==> src/rtl/cprv_wb_arbiter.sv <==
// Writeback-stage register-file write-port arbiter: in-order pipeline vs. buffered
// long-latency results, with a busy scoreboard and anti-starvation forcing.
module cprv_wb_arbiter #(
  parameter int unsigned DATA_WIDTH    = 64,
  parameter int unsigned REGADDR_WIDTH = 5,
  parameter int unsigned BUF_DEPTH     = 2,
  parameter int unsigned STARVE_LIMIT  = 4
) (
  input  logic                        clk,
  input  logic                        rst_n,
  input  logic                        pipe_valid_i,
  output logic                        pipe_ready_o,
  input  logic                        pipe_rd_en_i,
  input  logic [REGADDR_WIDTH-1:0]    pipe_rd_addr_i,
  input  logic [DATA_WIDTH-1:0]       pipe_rd_data_i,
  input  logic                        ll_issue_i,
  input  logic [REGADDR_WIDTH-1:0]    ll_issue_rd_i,
  input  logic                        ll_valid_i,
  output logic                        ll_ready_o,
  input  logic [REGADDR_WIDTH-1:0]    ll_rd_addr_i,
  input  logic [DATA_WIDTH-1:0]       ll_rd_data_i,
  output logic [2**REGADDR_WIDTH-1:0] busy_o,
  output logic                        rf_rd_en_o,
  output logic [REGADDR_WIDTH-1:0]    rf_rd_addr_o,
  output logic [DATA_WIDTH-1:0]       rf_rd_data_o
);

  localparam int unsigned PTR_W = $clog2(BUF_DEPTH);
  localparam int unsigned CNT_W = $clog2(BUF_DEPTH + 1);
  localparam int unsigned STV_W = $clog2(STARVE_LIMIT + 1);
  localparam int unsigned NREG  = 2**REGADDR_WIDTH;

  logic [REGADDR_WIDTH-1:0] r_buf_rd   [BUF_DEPTH];
  logic [DATA_WIDTH-1:0]    r_buf_data [BUF_DEPTH];
  logic [PTR_W-1:0]         r_wptr, r_rptr;
  logic [CNT_W-1:0]         r_count;
  logic [STV_W-1:0]         r_starve;
  logic [NREG-1:0]          r_busy;

  logic                     w_empty, w_full;
  logic [REGADDR_WIDTH-1:0] w_head_rd;
  logic [DATA_WIDTH-1:0]    w_head_data;
  logic                     w_pipe_req, w_head_req, w_force;
  logic                     w_grant_head, w_grant_pipe;
  logic                     w_push, w_pop;
  logic [NREG-1:0]          w_busy_nxt;

  assign w_empty     = (r_count == '0);
  assign w_full      = (r_count == CNT_W'(BUF_DEPTH));
  assign w_head_rd   = r_buf_rd[r_rptr];
  assign w_head_data = r_buf_data[r_rptr];
  assign w_pipe_req  = pipe_valid_i & pipe_rd_en_i & (pipe_rd_addr_i != '0);
  assign w_head_req  = ~w_empty & (w_head_rd != '0);
  assign w_force     = w_head_req & (r_starve == STV_W'(STARVE_LIMIT));

  // A starved head steals the port; only a beat that actually writes is stalled.
  always_comb begin
    w_grant_head = 1'b0;
    w_grant_pipe = 1'b0;
    pipe_ready_o = 1'b1;
    if (!rst_n) begin
      pipe_ready_o = 1'b0;
    end else if (w_force) begin
      w_grant_head = 1'b1;
      pipe_ready_o = ~w_pipe_req;
    end else if (w_pipe_req) begin
      w_grant_pipe = 1'b1;
    end else if (w_head_req) begin
      w_grant_head = 1'b1;
    end
  end

  assign rf_rd_en_o   = w_grant_head | w_grant_pipe;
  assign rf_rd_addr_o = w_grant_head ? w_head_rd :
                        w_grant_pipe ? pipe_rd_addr_i : '0;
  assign rf_rd_data_o = w_grant_head ? w_head_data :
                        w_grant_pipe ? pipe_rd_data_i : '0;

  assign ll_ready_o = rst_n & ~w_full;
  assign w_push     = ll_valid_i & ll_ready_o;
  assign w_pop      = rst_n & ~w_empty & (w_grant_head | (w_head_rd == '0));

  always_comb begin
    w_busy_nxt = r_busy;
    if (w_grant_head) w_busy_nxt[w_head_rd] = 1'b0;
    if (ll_issue_i && (ll_issue_rd_i != '0)) w_busy_nxt[ll_issue_rd_i] = 1'b1;
    w_busy_nxt[0] = 1'b0;
  end

  always_ff @(posedge clk) begin
    if (w_push) begin
      r_buf_rd[r_wptr]   <= ll_rd_addr_i;
      r_buf_data[r_wptr] <= ll_rd_data_i;
    end
  end

  always_ff @(posedge clk) begin
    if (!rst_n) begin
      r_wptr   <= '0;
      r_rptr   <= '0;
      r_count  <= '0;
      r_starve <= '0;
      r_busy   <= '0;
    end else begin
      if (w_push) r_wptr <= r_wptr + 1'b1;
      if (w_pop)  r_rptr <= r_rptr + 1'b1;
      if (w_push && !w_pop)      r_count <= r_count + 1'b1;
      else if (!w_push && w_pop) r_count <= r_count - 1'b1;
      if (w_empty || w_grant_head)
        r_starve <= '0;
      else if (w_head_req && (r_starve != STV_W'(STARVE_LIMIT)))
        r_starve <= r_starve + 1'b1;
      r_busy <= w_busy_nxt;
    end
  end

  // Re-issue is legal only when the previous write to that register retires this cycle.
  always_ff @(posedge clk) begin
    if (rst_n) begin
      assert (!(ll_issue_i && (ll_issue_rd_i != '0) && r_busy[ll_issue_rd_i] &&
                !(w_grant_head && (w_head_rd == ll_issue_rd_i))));
      assert (!(w_pipe_req && r_busy[pipe_rd_addr_i]));
    end
  end

  assign busy_o = r_busy;

endmodule

==> config.mk <==
export PLATFORM = sky130hd
export DESIGN_NAME = cprv_wb_arbiter
export DESIGN_NICKNAME = d
export VERILOG_FILES = /design/src/rtl/cprv_wb_arbiter.sv
export SDC_FILE = /design/constraint.sdc
export NUM_CORES = 1
export LEC_CHECK = 0
export ABC_AREA = 1
export CORE_AREA = 2 2 142 144
export DETAILED_ROUTE_END_ITERATION = 12
export DIE_AREA = 0 0 144 146
export PLACE_DENSITY = 0.75
export SLEW_MARGIN = 10
export SYNTH_ARGS = -nofsm -noshare
export SYNTH_HDL_FRONTEND = slang
export SYNTH_SLANG_ARGS = --single-unit
==> constraint.sdc <==
create_clock -name clk -period 3.9 [get_ports clk]
set_input_delay 0.39 -clock clk [delete_from_list [all_inputs] [get_ports clk]]
set_output_delay 0.39 -clock clk [all_outputs]
set_load 0.05 [all_outputs]
==> flow_summary.toml, run 1 <==
[synthesis]
ys.flop_type = "edfxtp_1"
synth-edff-count = 138
synth_seq_cells = 177
async_reset_ff_share_pct = 0
synth_seq_area_share_pct = 60.75
syn_area_per_cell_um2 = 9.058
synthTopCellsByArea = "edfxtp_1 51%, nand2_1 16%, dfxtp_1 9.6%, inv_1 4.4%, o21ai_0 3.0%"
syn-instance-count = 895
synth_top_area_share_pct = 51.12
syn_area_mm2 = 0.008107
synth_largest_area_cell = "edfxtp_1"
yosysMostFrequentCell = "nand2_1"
synth_warnings = 0
synth.distinct_cells = 30
synth_common_cells = "352 x nand2_1, 138 x edfxtp_1, 95 x inv_1"
syn_nets = 1047

[clocking]
clockRootBuffer = "clkbuf_16"
clk_path_buf_depth = 2
numCtsBuffers = 17
htree_levels = 4
postCtsHoldBufs = 0
cts_resized = 0
clk_latency_ns = 0.43
post_cts_buffers = 0
cts_sinks = 177
cts_tree = "yes"
cts.reportedPaths.clkPinSlew_ns = 0.07

[sta]
relSlewSlack_pct = 29.23
timing.final.crit_share_pct = 93.91
hold_viol = 0
timing.hold.ws_ns = 0.4628
setup_viol = 0
tightest_slew_ns = 1.053
fmax_mhz = 273.0
fin_crit_ns = 3.663
maxSlewViolCount = 0
fin_setup_tns_ns = 0
rsz0062_at_grt = "no"
fin_skew_ns = 0.007014

[outcome]
outcome = "finished clean"

[power]
power_density_mw_per_mm2 = 395.2
leakage_nw = 4.774
ir_drop_mv = 0.3223
power.total_w = 0.004819

[placement]
place.port_buffers = 251
dp_cells = 1384
place_hpwl_um = 15900
place_congestion = 0.8943

[final_layout]
fillers = 1477
fin_cells = 1417
nets = 1290
multi_input_area_mm2 = 0.002606
regArea_mm2 = 0.004928
drive_gt1_share_pct = 12.86
area_growth_pct = 50.42

[run]
max_cap_violations = 0

[floorplanning]
boundaryPins = 253
coreArea_mm2 = 0.01933
rows = 51
floorplan.initialDensity_pct = 41.93
die_area_mm2 = 0.02102
die_w_um = 144
die_h_um = 146

[global_routing]
grt_overflow_total = 0
grt_pass1_wl_um = 33910
antenna_found_initial = 2
grtUsageTotal_pct = 20.94
grt_max_degree = 48
grt_pass1_vias = 6723

[setup_path]
end_kind = "output port"
reg2reg_slack_ns = 1.33
cp.arrival_ns = 3.27
crit_required_ns = 3.51
critPathMaxFanout = 41
critical_path_class = "flip-flop to output port"
critPathTopFamily = "simple AND/OR/NAND/NOR gates"
crit_path_start_kind = "flip-flop"
path_buf_inv = 2
cp_slowest_cell = "o21ai_0"
cp_cell_sequence = "o21ai_0, nand2_2, nor2_4, nor2_8, nand2_4, nand3_4, buf_12, o21ai_0, buf_12"
worst-r2r-cell-count = 9
cpPeakStageDelay_ns = 0.48
timing.rr.end = "r_count[1]"

[routing]
dr.pass1.iters = 5
drtAntennaViolNets = 0
viasPerCell = 4.853
wl_um = 21650
vias = 6877
first_iter_violations = 600
wire_per_inst_um = 15.28
route.detailed.drc = 0

[min_path]
hp-start = "busy_o[17]"
hold_path_class = "flip-flop to flip-flop"
hold_depth = 2
hold_end = "busy_o[17]"
-- layer usage --
metal | part of all wire, % | wire length [µm] | global-route usage [%] | vias up
met5 | 0 | 0 | 0 | -
met4 | 4.2 | 915 | 11.08 | 0
met3 | 7.0 | 1521 | 5.265 | 63
met2 | 50 | 10800 | 34.76 | 269
met1 | 39 | 8412 | 24.90 | 3126
li1 | - | - | - | 3419
-- power breakdown --
part           internal, W  switching, W
Combinational     0.000464      0.000616
Sequential         0.00211     0.0000241
Clock             0.000885      0.000722
Total              0.00346       0.00136
-- worst min-delay path: stages (launching register included) --
cell,delay [ns]
dfxtp_1,0.31
nand2_1,0.06
a21oi_1,0.05
-- how the worst max path moves through the flow --
stage	from	end	slack, ns	cells past startpoint
after floorplan	rst_n	r_buf_data[0][0]	-1.15	4
after global placement	flip-flop	rf_rd_data_o[3]	0.71	10
after detailed placement	flip-flop	rf_rd_data_o[6]	0.54	10
after CTS	flip-flop	rf_rd_data_o[6]	0.07	10
after global routing	flip-flop	rf_rd_data_o[13]	0.003	12
final	flip-flop	rf_rd_data_o[63]	0.24	9
-- final cells by class --
cell class              count  share of cell area [%]
diodes                      1                 0.02052
multi-input cells         578                   21.37
well taps                 265                   2.719
repair buffers            267                   27.91
flip-flops and latches    177                   40.42
clock inverters            14                   1.057
inverters                  97                   2.986
clock buffers              18                   3.519
-- sequential cells by signal, summed over array words and instances (netlist names), named ones only --
| register | cells |
|---|---|
| busy_o | 31 |
| r_buf_data | 128 |
| r_buf_rd | 10 |
| r_count | 2 |
| r_rptr | 1 |
| r_starve | 3 |
| r_wptr | 1 |
-- cells in the final DEF (no fill, tap or decap), drive strengths merged --
cell | synthesis | layout
nand2 | 354 | 354
clkdlybuf4s50 | 0 | 179
edfxtp | 138 | 138
inv | 96 | 100
buf | 13 | 88
o21ai | 79 | 79
nor2 | 44 | 44
a21oi | 39 | 39
dfxtp | 39 | 39
nand4 | 34 | 34
clkbuf | 30 | 18
nand3 | 11 | 11
nor3 | 10 | 10
clkinv | 1 | 6
clkinvlp | 0 | 4
ha | 3 | 3
diode | 0 | 1
o22ai | 1 | 1
a31oi | 1 | 1
xor2 | 1 | 1
conb | 1 | 1
bufinv | 0 | 1
-- per-stage QoR --
step / setup WS [ns] / util (%) / area (µm²)
3_5_place_dp: 0.5435 / 60.16 / 11630
2_1_floorplan: -1.151 / - / 8107
4_1_cts: 0.06654 / 63.04 / 12190
5_1_grt: 0.003111 / 63.07 / 12190
3_3_place_gp: 0.7129 / 60.16 / 11630
6_report: 0.2375 / 63.07 / 12190
-- cells by family after synthesis --
family	share of synthesized area, %
and+or+nand+nor	22.98
DFF	60.75
buffers and inverters	7.285
AOI/OAI and AO/OA	8.366
adders and majority gates	0.4631
xor gates and xnor gates	0.1081
other	0.04626
No activity file was read; power rests on OpenSTA's default activity.
==> inputs of run 2 (changes only) <==
- ABC_AREA: 1 -> 0
- CORE_AREA: 2 2 142 144 -> 2 2 141 143
- DIE_AREA: 0 0 144 146 -> 0 0 143 145
- PLACE_DENSITY: 0.75 -> 0.76
==> flow_summary.toml, run 2 <==
[power]
ir_drop_mv = 0.2905
internal_power_w = 0.004017
power.total_w = 0.006101
p_clk_share_pct = 27.8
power_frac_seq_pct = 36.8
power_density_mw_per_mm2 = 505.6
leakage_nw = 3.935
p_switching_w = 0.002085
switching_share_pct = 34.17
combPwrFrac_pct = 35.4

[floorplanning]
die_w_um = 143
boundaryPins = 253
die_h_um = 145
die_area_mm2 = 0.02074
coreArea_mm2 = 0.01921
rows = 51
floorplan.initialDensity_pct = 42.28

[final_layout]
area_growth_pct = 48.59
nets = 942
registers.top_by_ff_count = "r_buf_data"
fin_util_pct = 62.83
largest_register_ffs = 128
final_cell_mix = "181 x clkdlybuf4s50_1, 138 x edfxtp_1, 69 x mux2i_1"
diodes = 0
drive_gt1_share_pct = 24.41
fin_cells = 1068
layout_commonest_cell = "clkdlybuf4s50_1"

[synthesis]
syn_nets = 706
synthTopCellsByArea = "edfxtp_1 51%, o2bb2ai_2 11%, dfxtp_1 9.6%, mux2i_1 8.5%, a311oi_1 2.6%"
synth_fa_ha_area_share_pct = 0.4622
yosysMostFrequentCell = "edfxtp_1"
syn-instance-count = 554
synth_compound_area_share_pct = 20.29
syn_area_mm2 = 0.008122
syn_area_per_cell_um2 = 14.66
synth-edff-count = 138
synthXorXnorAreaFrac_pct = 0.3235
synth_top_family_by_area = "compound AO/OA/AOI/OAI gates"
synth.distinct_cells = 55
synth-simple-area-share_pct = 6.286
synth_seq_area_share_pct = 60.64
synth_common_cells = "138 x edfxtp_1, 69 x mux2i_1, 60 x o2bb2ai_2"
synth_largest_area_cell = "edfxtp_1"
yosys-mux-area-fraction_pct = 8.643
synth_warnings = 0
ys.flop_type = "edfxtp_1"
synth_top_area_share_pct = 51.02
synth_seq_cells = 177
async_reset_ff_share_pct = 0

[placement]
place_hpwl_um = 15090
dp_cells = 1036
place.port_buffers = 251
place_congestion = 0.8167

[routing]
vias = 5734
dr.pass1.iters = 5
first_iter_violations = 406
wl_um = 20410
drtAntennaViolNets = 0
route.detailed.drc = 0
wire_per_inst_um = 19.11
viasPerCell = 5.369

[setup_path]
worst-r2r-cell-count = 4
crit_required_ns = 3.51
reg2reg_slack_ns = 0.89
critPathMaxFanout = 42
timing.rr.end = "busy_o[14]"
end_kind = "output port"
cp.arrival_ns = 3.07
crit_path_start_kind = "flip-flop"
critical_path_class = "flip-flop to output port"

[clocking]
cts_tree = "yes"
cts_sinks = 177
htree_levels = 4
clk_latency_ns = 0.43
postCtsHoldBufs = 0
cts.reportedPaths.clkPinSlew_ns = 0.07
post_cts_buffers = 0
numCtsBuffers = 17
clk_path_buf_depth = 2
clockRootBuffer = "clkbuf_16"
cts_resized = 0

[sta]
relSlewSlack_pct = 33.94
timing.hold.ws_ns = 0.4835
setup_viol = 0
maxSlewViolCount = 0
fin_skew_ns = 0.01736
rsz0062_at_grt = "no"
hold_viol = 0
tightest_slew_ns = 0.9872
timing.final.crit_share_pct = 88.65
fmax_mhz = 289.2
fin_crit_ns = 3.458

[global_routing]
grt_pass1_vias = 5759
grtUsageTotal_pct = 19.67
grt_overflow_total = 0
grt_max_degree = 56
grt_pass1_wl_um = 31460
antenna_found_initial = 0

[min_path]
hold_end = "r_starve[0]"
hold_path_class = "flip-flop to flip-flop"
hold_depth = 2
hp-start = "r_starve[0]"

[outcome]
outcome = "finished clean"

[run]
max_cap_violations = 0
[run 2: cell types whose count changed after synthesis, moves of 7 or more]
cell / before / now
nor3_1: 10 / 1
o21ai_1: 10 / 1
o21ai_2: 20 / 0
o221a_2: 0 / 7
nand2_1: 352 / 30
o2bb2ai_2: 0 / 60
mux2i_1: 0 / 69
o2bb2ai_1: 0 / 9
nand4_1: 34 / 0
inv_1: 95 / 6
o21ai_0: 49 / 14
nor2_1: 42 / 14
a311oi_1: 0 / 24
buf_2: 1 / 8
[run 2: worst max-delay path, cell delays in order (launching register included)]
cell	delay, ns
edfxtp_1	0.47
or4b_1	0.61
a22o_1	0.36
a311oi_4	0.46
buf_12	0.31
o2bb2ai_1	0.21
buf_12	0.17
[run 2: worst max path at each step]
stage | endpoint | slack [ns] | depth (start not counted) | from
after floorplan | r_buf_data[0][0] | -0.37 | 3 | rst_n
after global placement | rf_rd_data_o[1] | 0.65 | 7 | pipe_rd_addr_i[1]
after detailed placement | rf_rd_data_o[1] | 0.55 | 7 | pipe_rd_addr_i[1]
after CTS | rf_rd_addr_o[0] | 0.43 | 6 | r_buf_rd[1][4]
after global routing | rf_rd_addr_o[2] | 0.36 | 6 | r_buf_rd[0][4]
final | rf_rd_data_o[2] | 0.44 | 6 | r_buf_rd[1][4]
[run 2: final cells by class]
cell class                      instances  area (µm²)
Timing Repair Buffer                  261        3238
Sequential cell                       177        4928
Fill cell                            1398        7139
Clock buffer                           17       425.4
Clock inverter                         15       166.4
Multi-Input combinational cell        327        2955
Inverter                                6       22.52
Tap cell                              265       331.6
[run 2: layer usage]
layer	GRT usage, %	part of all wire [%]	vias up
met5	0	0	-
met3	6.040	9.5	28
met2	32.25	50	284
li1	-	-	2693
met1	24.29	39	2729
met4	7.426	2.0	0
[run 2: stage by stage]
step / cell area (µm²) / setup TNS (ns) / worst slack [ns]
after global routing: 12070 / 0 / 0.3579
after detailed placement: 11480 / 0 / 0.5462
after CTS: 12070 / 0 / 0.4258
final: 12070 / 0 / 0.4425
after global placement: 11480 / 0 / 0.6460
after floorplan: 8122 / -51.60 / -0.3739
[run 2: cell families (layout without fill, tap and decap cells)]
family	Yosys count	in the layout
AO/OA/AOI/OAI	163	163
AND/OR/NAND/NOR	87	87
other	1	1
adder cells (fa/ha/maj)	3	3
multiplexers	70	70
buffers and inverters	50	299
XOR/XNOR	3	3
flip-flops	177	177
[run 2: power groups by stage]
| stage | sequential (W) | clock [W] | combinational (W) |
|---|---|---|---|
| final | 0.00224 | 0.00170 | 0.00216 |
| after CTS | 0.00224 | 0.00172 | 0.00219 |
| after detailed placement | 0.00228 | 0 | 0.00218 |
| after global placement | 0.00227 | 0 | 0.00214 |
| after global routing | 0.00225 | 0.00180 | 0.00227 |
| after floorplan | 0.00228 | 0 | 0.00123 |
